[src/rtl/alu_wide_seq_pkg.sv]
// Shared types and constants for the multi-precision alu sequencer.
//  ALU_W    : datapath width of the attached 16-bit alu
//  state_e  : sequencer FSM states
//  OP_*     : alu select codes whose carry chaining gives exact wide results
//             (OP_XOR is a logic-mode op, exact per slice)
package alu_wide_seq_pkg;
  localparam int ALU_W = 16;

  typedef enum logic [1:0] {
    IDLE = 2'd0,
    RUN  = 2'd1,
    DONE = 2'd2
  } state_e;

  localparam logic [3:0] OP_INC = 4'b0000;  // A + cin
  localparam logic [3:0] OP_ADD = 4'b1001;  // A + B + cin
  localparam logic [3:0] OP_DBL = 4'b1100;  // A + A + cin
  localparam logic [3:0] OP_XOR = 4'b0110;  // A ^ B (logic mode)
endpackage

[src/rtl/alu_wide_seq_if.sv]
// Request/response bus of the wide alu sequencer.
//  master : requester side (drives req_*, rsp_ready)
//  slave  : sequencer side (drives req_ready, rsp_*)
interface alu_wide_seq_if
  import alu_wide_seq_pkg::*;
#(
  parameter int W     = ALU_W,
  parameter int WORDS = 4
);
  logic               req_valid;
  logic               req_ready;
  logic [W*WORDS-1:0] req_a;
  logic [W*WORDS-1:0] req_b;
  logic [3:0]         req_sel;
  logic               req_mode;
  logic               req_carry_in;

  logic               rsp_valid;
  logic               rsp_ready;
  logic [W*WORDS-1:0] rsp_result;
  logic               rsp_carry;
  logic               rsp_equal;
  logic               rsp_zero;

  modport master (
    output req_valid, req_a, req_b, req_sel, req_mode, req_carry_in, rsp_ready,
    input  req_ready, rsp_valid, rsp_result, rsp_carry, rsp_equal, rsp_zero
  );

  modport slave (
    input  req_valid, req_a, req_b, req_sel, req_mode, req_carry_in, rsp_ready,
    output req_ready, rsp_valid, rsp_result, rsp_carry, rsp_equal, rsp_zero
  );
endinterface

[src/rtl/alu_wide_seq.sv]
// Multi-precision sequencer for a 16-bit alu.
// Takes one W*WORDS-bit op over bus (valid/ready), walks the alu through the
// operand one W-bit slice per cycle (LS slice first), chaining alu carry_out
// into the next slice's carry_in, then returns the wide result, final carry,
// whole-operand equality and a zero flag over bus.
//  clk, rst       : single clock, synchronous active-high reset
//  bus            : request/response bus (slave modport)
//  alu_in_a/b     : current slice of A/B to the alu (0 outside RUN)
//  alu_sel/mode   : held op select/mode (0 outside RUN)
//  alu_carry_in   : request carry on slice 0, chained carry after
//  alu_out, alu_carry_out, alu_compare : combinational alu results
module alu_wide_seq
  import alu_wide_seq_pkg::*;
#(
  parameter int W     = ALU_W,
  parameter int WORDS = 4
) (
  input  logic          clk,
  input  logic          rst,
  alu_wide_seq_if.slave bus,
  output logic [W-1:0]  alu_in_a,
  output logic [W-1:0]  alu_in_b,
  output logic [3:0]    alu_sel,
  output logic          alu_mode,
  output logic          alu_carry_in,
  input  logic [W-1:0]  alu_out,
  input  logic          alu_carry_out,
  input  logic          alu_compare
);
  localparam int              IDX_W = $clog2(WORDS);
  localparam logic [IDX_W-1:0] LAST = IDX_W'(WORDS - 1);

  state_e                  state_q, state_d;
  logic [IDX_W-1:0]        idx_q;
  logic [WORDS-1:0][W-1:0] a_q, b_q, res_q, res_d;
  logic [3:0]              sel_q;
  logic                    mode_q, cin_q, carry_q, eq_q, zero_q;
  logic                    accept, run, last;

  assign accept = bus.req_valid && bus.req_ready;
  assign run    = (state_q == RUN);
  assign last   = (idx_q == LAST);

  always_ff @(posedge clk) begin
    if (rst) state_q <= IDLE;
    else     state_q <= state_d;
  end

  always_comb begin
    state_d       = state_q;
    bus.req_ready = 1'b0;
    bus.rsp_valid = 1'b0;
    alu_in_a      = '0;
    alu_in_b      = '0;
    alu_sel       = '0;
    alu_mode      = 1'b0;
    alu_carry_in  = 1'b0;
    unique case (state_q)
      IDLE: begin
        bus.req_ready = 1'b1;
        if (bus.req_valid) state_d = RUN;
      end
      RUN: begin
        alu_in_a     = a_q[idx_q];
        alu_in_b     = b_q[idx_q];
        alu_sel      = sel_q;
        alu_mode     = mode_q;
        alu_carry_in = (idx_q == '0) ? cin_q : carry_q;
        if (last) state_d = DONE;
      end
      DONE: begin
        bus.rsp_valid = 1'b1;
        if (bus.rsp_ready) state_d = IDLE;
      end
      default: state_d = IDLE;
    endcase
  end

  // Result with the current alu slice merged in; used both for the capture
  // and for the zero flag on the final slice.
  always_comb begin
    res_d        = res_q;
    res_d[idx_q] = alu_out;
  end

  always_ff @(posedge clk) begin
    if (rst) begin
      idx_q   <= '0;
      a_q     <= '0;
      b_q     <= '0;
      res_q   <= '0;
      sel_q   <= '0;
      mode_q  <= 1'b0;
      cin_q   <= 1'b0;
      carry_q <= 1'b0;
      eq_q    <= 1'b0;
      zero_q  <= 1'b0;
    end else if (accept) begin
      a_q    <= bus.req_a;
      b_q    <= bus.req_b;
      sel_q  <= bus.req_sel;
      mode_q <= bus.req_mode;
      cin_q  <= bus.req_carry_in;
      idx_q  <= '0;
      eq_q   <= 1'b1;
    end else if (run) begin
      res_q   <= res_d;
      carry_q <= alu_carry_out;
      eq_q    <= eq_q & alu_compare;
      idx_q   <= idx_q + 1'b1;
      if (last) zero_q <= (res_d == '0);
    end
  end

  assign bus.rsp_result = res_q;
  // Logic-mode carry has no meaning across slices; report 0.
  assign bus.rsp_carry  = carry_q & ~mode_q;
  assign bus.rsp_equal  = eq_q;
  assign bus.rsp_zero   = zero_q;
endmodule

[src/flat_wrapper.sv]
// flat-port wrapper written by rule: the top's interface ports become plain ports
module alu_wide_seq_flat import alu_wide_seq_pkg::*;
#(
  parameter int W     = ALU_W,
  parameter int WORDS = 4
)
  (clk, rst, alu_in_a, alu_in_b, alu_sel, alu_mode, alu_carry_in, alu_out, alu_carry_out, alu_compare, bus_req_valid, bus_req_a, bus_req_b, bus_req_sel, bus_req_mode, bus_req_carry_in, bus_rsp_ready, bus_req_ready, bus_rsp_valid, bus_rsp_result, bus_rsp_carry, bus_rsp_equal, bus_rsp_zero);
  alu_wide_seq_if #(.W(W), .WORDS(WORDS)) bus_i ();
  input  logic clk;
  input  logic rst;
  output logic [W-1:0] alu_in_a;
  output logic [W-1:0] alu_in_b;
  output logic [3:0] alu_sel;
  output logic alu_mode;
  output logic alu_carry_in;
  input  logic [W-1:0] alu_out;
  input  logic alu_carry_out;
  input  logic alu_compare;
  input wire logic [$bits(bus_i.req_valid)-1:0] bus_req_valid;
  input wire logic [$bits(bus_i.req_a)-1:0] bus_req_a;
  input wire logic [$bits(bus_i.req_b)-1:0] bus_req_b;
  input wire logic [$bits(bus_i.req_sel)-1:0] bus_req_sel;
  input wire logic [$bits(bus_i.req_mode)-1:0] bus_req_mode;
  input wire logic [$bits(bus_i.req_carry_in)-1:0] bus_req_carry_in;
  input wire logic [$bits(bus_i.rsp_ready)-1:0] bus_rsp_ready;
  output wire logic [$bits(bus_i.req_ready)-1:0] bus_req_ready;
  output wire logic [$bits(bus_i.rsp_valid)-1:0] bus_rsp_valid;
  output wire logic [$bits(bus_i.rsp_result)-1:0] bus_rsp_result;
  output wire logic [$bits(bus_i.rsp_carry)-1:0] bus_rsp_carry;
  output wire logic [$bits(bus_i.rsp_equal)-1:0] bus_rsp_equal;
  output wire logic [$bits(bus_i.rsp_zero)-1:0] bus_rsp_zero;
  assign bus_i.req_valid = bus_req_valid;
  assign bus_i.req_a = bus_req_a;
  assign bus_i.req_b = bus_req_b;
  assign bus_i.req_sel = bus_req_sel;
  assign bus_i.req_mode = bus_req_mode;
  assign bus_i.req_carry_in = bus_req_carry_in;
  assign bus_i.rsp_ready = bus_rsp_ready;
  assign bus_req_ready = bus_i.req_ready;
  assign bus_rsp_valid = bus_i.rsp_valid;
  assign bus_rsp_result = bus_i.rsp_result;
  assign bus_rsp_carry = bus_i.rsp_carry;
  assign bus_rsp_equal = bus_i.rsp_equal;
  assign bus_rsp_zero = bus_i.rsp_zero;
  alu_wide_seq #(.W(W), .WORDS(WORDS)) u_core (.clk(clk), .rst(rst), .bus(bus_i), .alu_in_a(alu_in_a), .alu_in_b(alu_in_b), .alu_sel(alu_sel), .alu_mode(alu_mode), .alu_carry_in(alu_carry_in), .alu_out(alu_out), .alu_carry_out(alu_carry_out), .alu_compare(alu_compare));
endmodule
[config.mk]
export PLATFORM = sky130hd
export DESIGN_NAME = alu_wide_seq_flat
export DESIGN_NICKNAME = d
export VERILOG_FILES = /design/src/rtl/alu_wide_seq_pkg.sv /design/src/rtl/alu_wide_seq_if.sv /design/src/rtl/alu_wide_seq.sv /design/src/flat_wrapper.sv
export SDC_FILE = /design/constraint.sdc
export NUM_CORES = 1
export LEC_CHECK = 0
export BUFFER_PORTS_ARGS = -buffer_cell sky130_fd_sc_hd__buf_2
export CAP_MARGIN = 20
export CORE_ASPECT_RATIO = 0.9
export CORE_MARGIN = 10
export CORE_UTILIZATION = 55
export DETAILED_ROUTE_END_ITERATION = 8
export PLACE_DENSITY = 0.86
export SLEW_MARGIN = 10
export SYNTH_ARGS = -nofsm -noshare
export SYNTH_HDL_FRONTEND = slang
export SYNTH_SLANG_ARGS = --single-unit
export TNS_END_PERCENT = 5
[constraint.sdc]
create_clock -name clk -period 5.8 [get_ports clk]
set_clock_uncertainty 0.15 [all_clocks]
set_input_delay 1.16 -clock clk [delete_from_list [all_inputs] [get_ports clk]]
set_output_delay 1.16 -clock clk [all_outputs]
set_load 0.01 [all_outputs]
==> results.ini <==
[die]
die_h_um = 138.9
row_count = 43
io_pins = 263
design.die.area_sq_um = 21120
start_util_pct = 56.12
core_area_sq_um = 15390
die_w_um = 152.1

[sta]
setup_tns_ns = 0
layout_worst_path_cycle_share_pct = 68.27
relSlewSlack_pct = 26.55
report.final.slew_viol_count = 0
finalSetupViolations = 0
worst_pin_slew_ns = 1.099
period_needed_ns = 3.959
fmax_mhz = 252.6
rsz0062_at_grt = false
hold_viol = 0

[worst_setup_path]
cp_cell_sequence = buf_4, mux4_2, and2_1, buf_2
cpPeakStageDelay_ns = 0.83
slowest_stage = dfxtp_2
critPathKind = reg -> out
crit_required_ns = 4.49
startpoint_type = flop
regToRegStartpoint = u_core.idx_q[1]$_SDFFE_PP0N_
crit_arrival_ns = 2.65
cp-startpoint = u_core.idx_q[0]$_SDFFE_PP0N_
endpoint_kind = primary output
critPathMaxFanout = 23

[power]
comb_power_share_pct = 10.9
p_switching_mw = 0.7813
p_per_area_nw_per_um2 = 299.8
internal_power_mw = 2.370
swShare_pct = 24.79
clock_power_share_pct = 40.8
leakage_nw = 4.425
irDropWorstVdd_uv = 274.3
pwr-share-seq_pct = 48.3

[detailed_routing]
drc_errors = 0
wl_per_cell_um = 17.98
vias_per_cell = 5.531
drt-total-wl_um = 26640
ant_nets = 0
drt-pass1-iter-count = 5
detailroute.via_count = 8197
drt_iter0_markers = 646

[synthesis]
synth_top_area_share_pct = 47.52
synthDistinctLibCells = 39
syn_inst = 1053
avgSynthCellArea_sq_um = 8.201
ys_warn_count = 0
ys_top_cells_by_area = dfxtp_1 (48%), nand2_1 (18%), a21oi_1 (12%)
yosysSeqAreaShare_pct = 47.52
yosys.area.top_type = dfxtp_1
synth_area_sq_um = 8636
syn-num-nets = 1214
synth.ff_latch_count = 205

[place]
place_congestion = 0.8907
dp_hpwl_um = 18410
detailed_place.area_sq_um = 9829
numPortBuffers = 262

[clocking]
cts-root-buf = clkbuf_16
ctsLongestPathBuffers = 3
post_cts_resize_count = 0
hold_buffers = 0
cts_tree = yes
cts_buffers = 21
cts_setup_buffers = 0
clk-insertion-delay-late_ns = 0.48
numClockSinks = 205
clkTransAtPathRegs_ns = 0.06
h-tree-depth = 1

[final_layout]
layout_commonest_cell = nand2_1
syn_to_final_growth_pct = 21.72
nets = 1424
layout_common_cells = nand2_1 (404), buf_2 (261), dfxtp_1 (203)
final_core_util_pct = 68.31
stdcell_area_sq_um = 10510
drive_gt1_share_pct = 26.25

[grt]
antenna_found_initial = 8
grt_pass1_wl_um = 41460
grt_usage_pct = 23.36
overflow = 0
grt_max_degree = 111
grt_pass1_vias = 7854

[run]
maxCapViolCount = 0

[hold_path]
min-delay-start = u_core.sel_q[2]$_SDFFE_PP0P_
min_path_type = reg -> reg

[status]
status = completed

==> cell families (layout without fill, tap and decap cells) <==
logic type | Yosys count | in the layout | share of synthesized area (%)
other | 0 | 4 | 0
flip-flops | 205 | 205 | 47.52
buffers and inverters | 88 | 311 | 5.172
multiplexers | 39 | 39 | 9.157
XOR/XNOR | 1 | 1 | 0.1014
AO/OA/AOI/OAI | 214 | 214 | 12.98
AND/OR/NAND/NOR | 501 | 501 | 24.34
adder cells (fa/ha/maj) | 5 | 5 | 0.7244
==> cell usage after synthesis (all sizes together) <==
library cell	count
o21ai	4
o41ai	2
and2	41
o221ai	2
xnor2	1
nor3b	2
nand4b	1
nand3b	1
inv	8
nand2	405
mux2i	7
a21oi	201
nand3	4
nand2b	2
nor4	13
nor4b	1
a211oi	1
nor3	12
a221o	1
o31ai	1
and3b	1
ha	5
clkbuf	41
a31oi	1
nor2b	3
buf	39
a32oi	1
mux4	32
dfxtp	205
nor2	11
nand4	4
==> critical path, delay by kind of cell, from the launching register on <==
kind	cells	cell delay (ns)
DFF	1	0.83
muxes	1	0.55
buffers and inverters	2	0.58
and+or+nand+nor	1	0.18
==> sequential cells by signal (all words and copies together), names as in the netlist <==
name,flops
u_core.mode_q,1
u_core.bus.rsp_equal,1
u_core.state_q,2
u_core.cin_q,1
u_core.bus.rsp_result,64
u_core.bus.rsp_zero,1
u_core.sel_q,4
u_core.b_q,64
u_core.carry_q,1
u_core.a_q,64
u_core.idx_q,2
==> final timing paths <==
path	end	slack [ns]	cells after the start
hold / removal	u_core.sel_q[2]$_SDFFE_PP0P_	0.30	2
hold reg to reg	u_core.sel_q[2]$_SDFFE_PP0P_	0.30	2
setup / recovery	alu_in_a[2]	1.84	4
setup reg to reg	u_core.bus.rsp_zero$_SDFFE_PP0P_	2.74	6
==> layer usage <==
metal	vias to the layer above	global-route usage (%)	share of wire, %
met4	10	6.278	2.3
met2	365	37.87	47
li1	3933	-	-
met1	3834	29.06	41
met3	55	7.907	9.6
met5	-	0	0.26
==> power groups by stage <==
stage / Sequential (mW) / Combinational (mW) / Clock, mW
global route: 1.53 / 0.378 / 1.36
floorplan: 1.54 / 0.224 / 0
finish: 1.52 / 0.344 / 1.29
CTS: 1.52 / 0.342 / 1.31
global placement: 1.55 / 0.334 / 0
detailed placement: 1.55 / 0.340 / 0
==> stage by stage <==
step / hold WS [ns] / setup WS (ns) / std cells / power (mW)
floorplan: 0.2817 / 2.954 / 1053 / 1.759
global placement: 0.2869 / 2.282 / 1441 / 1.883
detailed placement: 0.2942 / 2.298 / 1441 / 1.891
CTS: 0.3035 / 1.783 / 1477 / 3.170
global route: 0.3189 / 1.651 / 1479 / 3.270
finish: 0.3005 / 1.841 / 1482 / 3.152
==> layout make-up <==
type / count / area, sq um
antenna: 4 / 10.01
multi-input combinational: 760 / 4093
inverter: 8 / 30.03
clock buffer: 32 / 596.8
timing repair buffer: 267 / 1375
fill: 1258 / 4876
sequential: 205 / 4106
tap: 202 / 252.7
clock inverter: 4 / 47.55
Note: power is estimated with default switching activity, not from simulation.
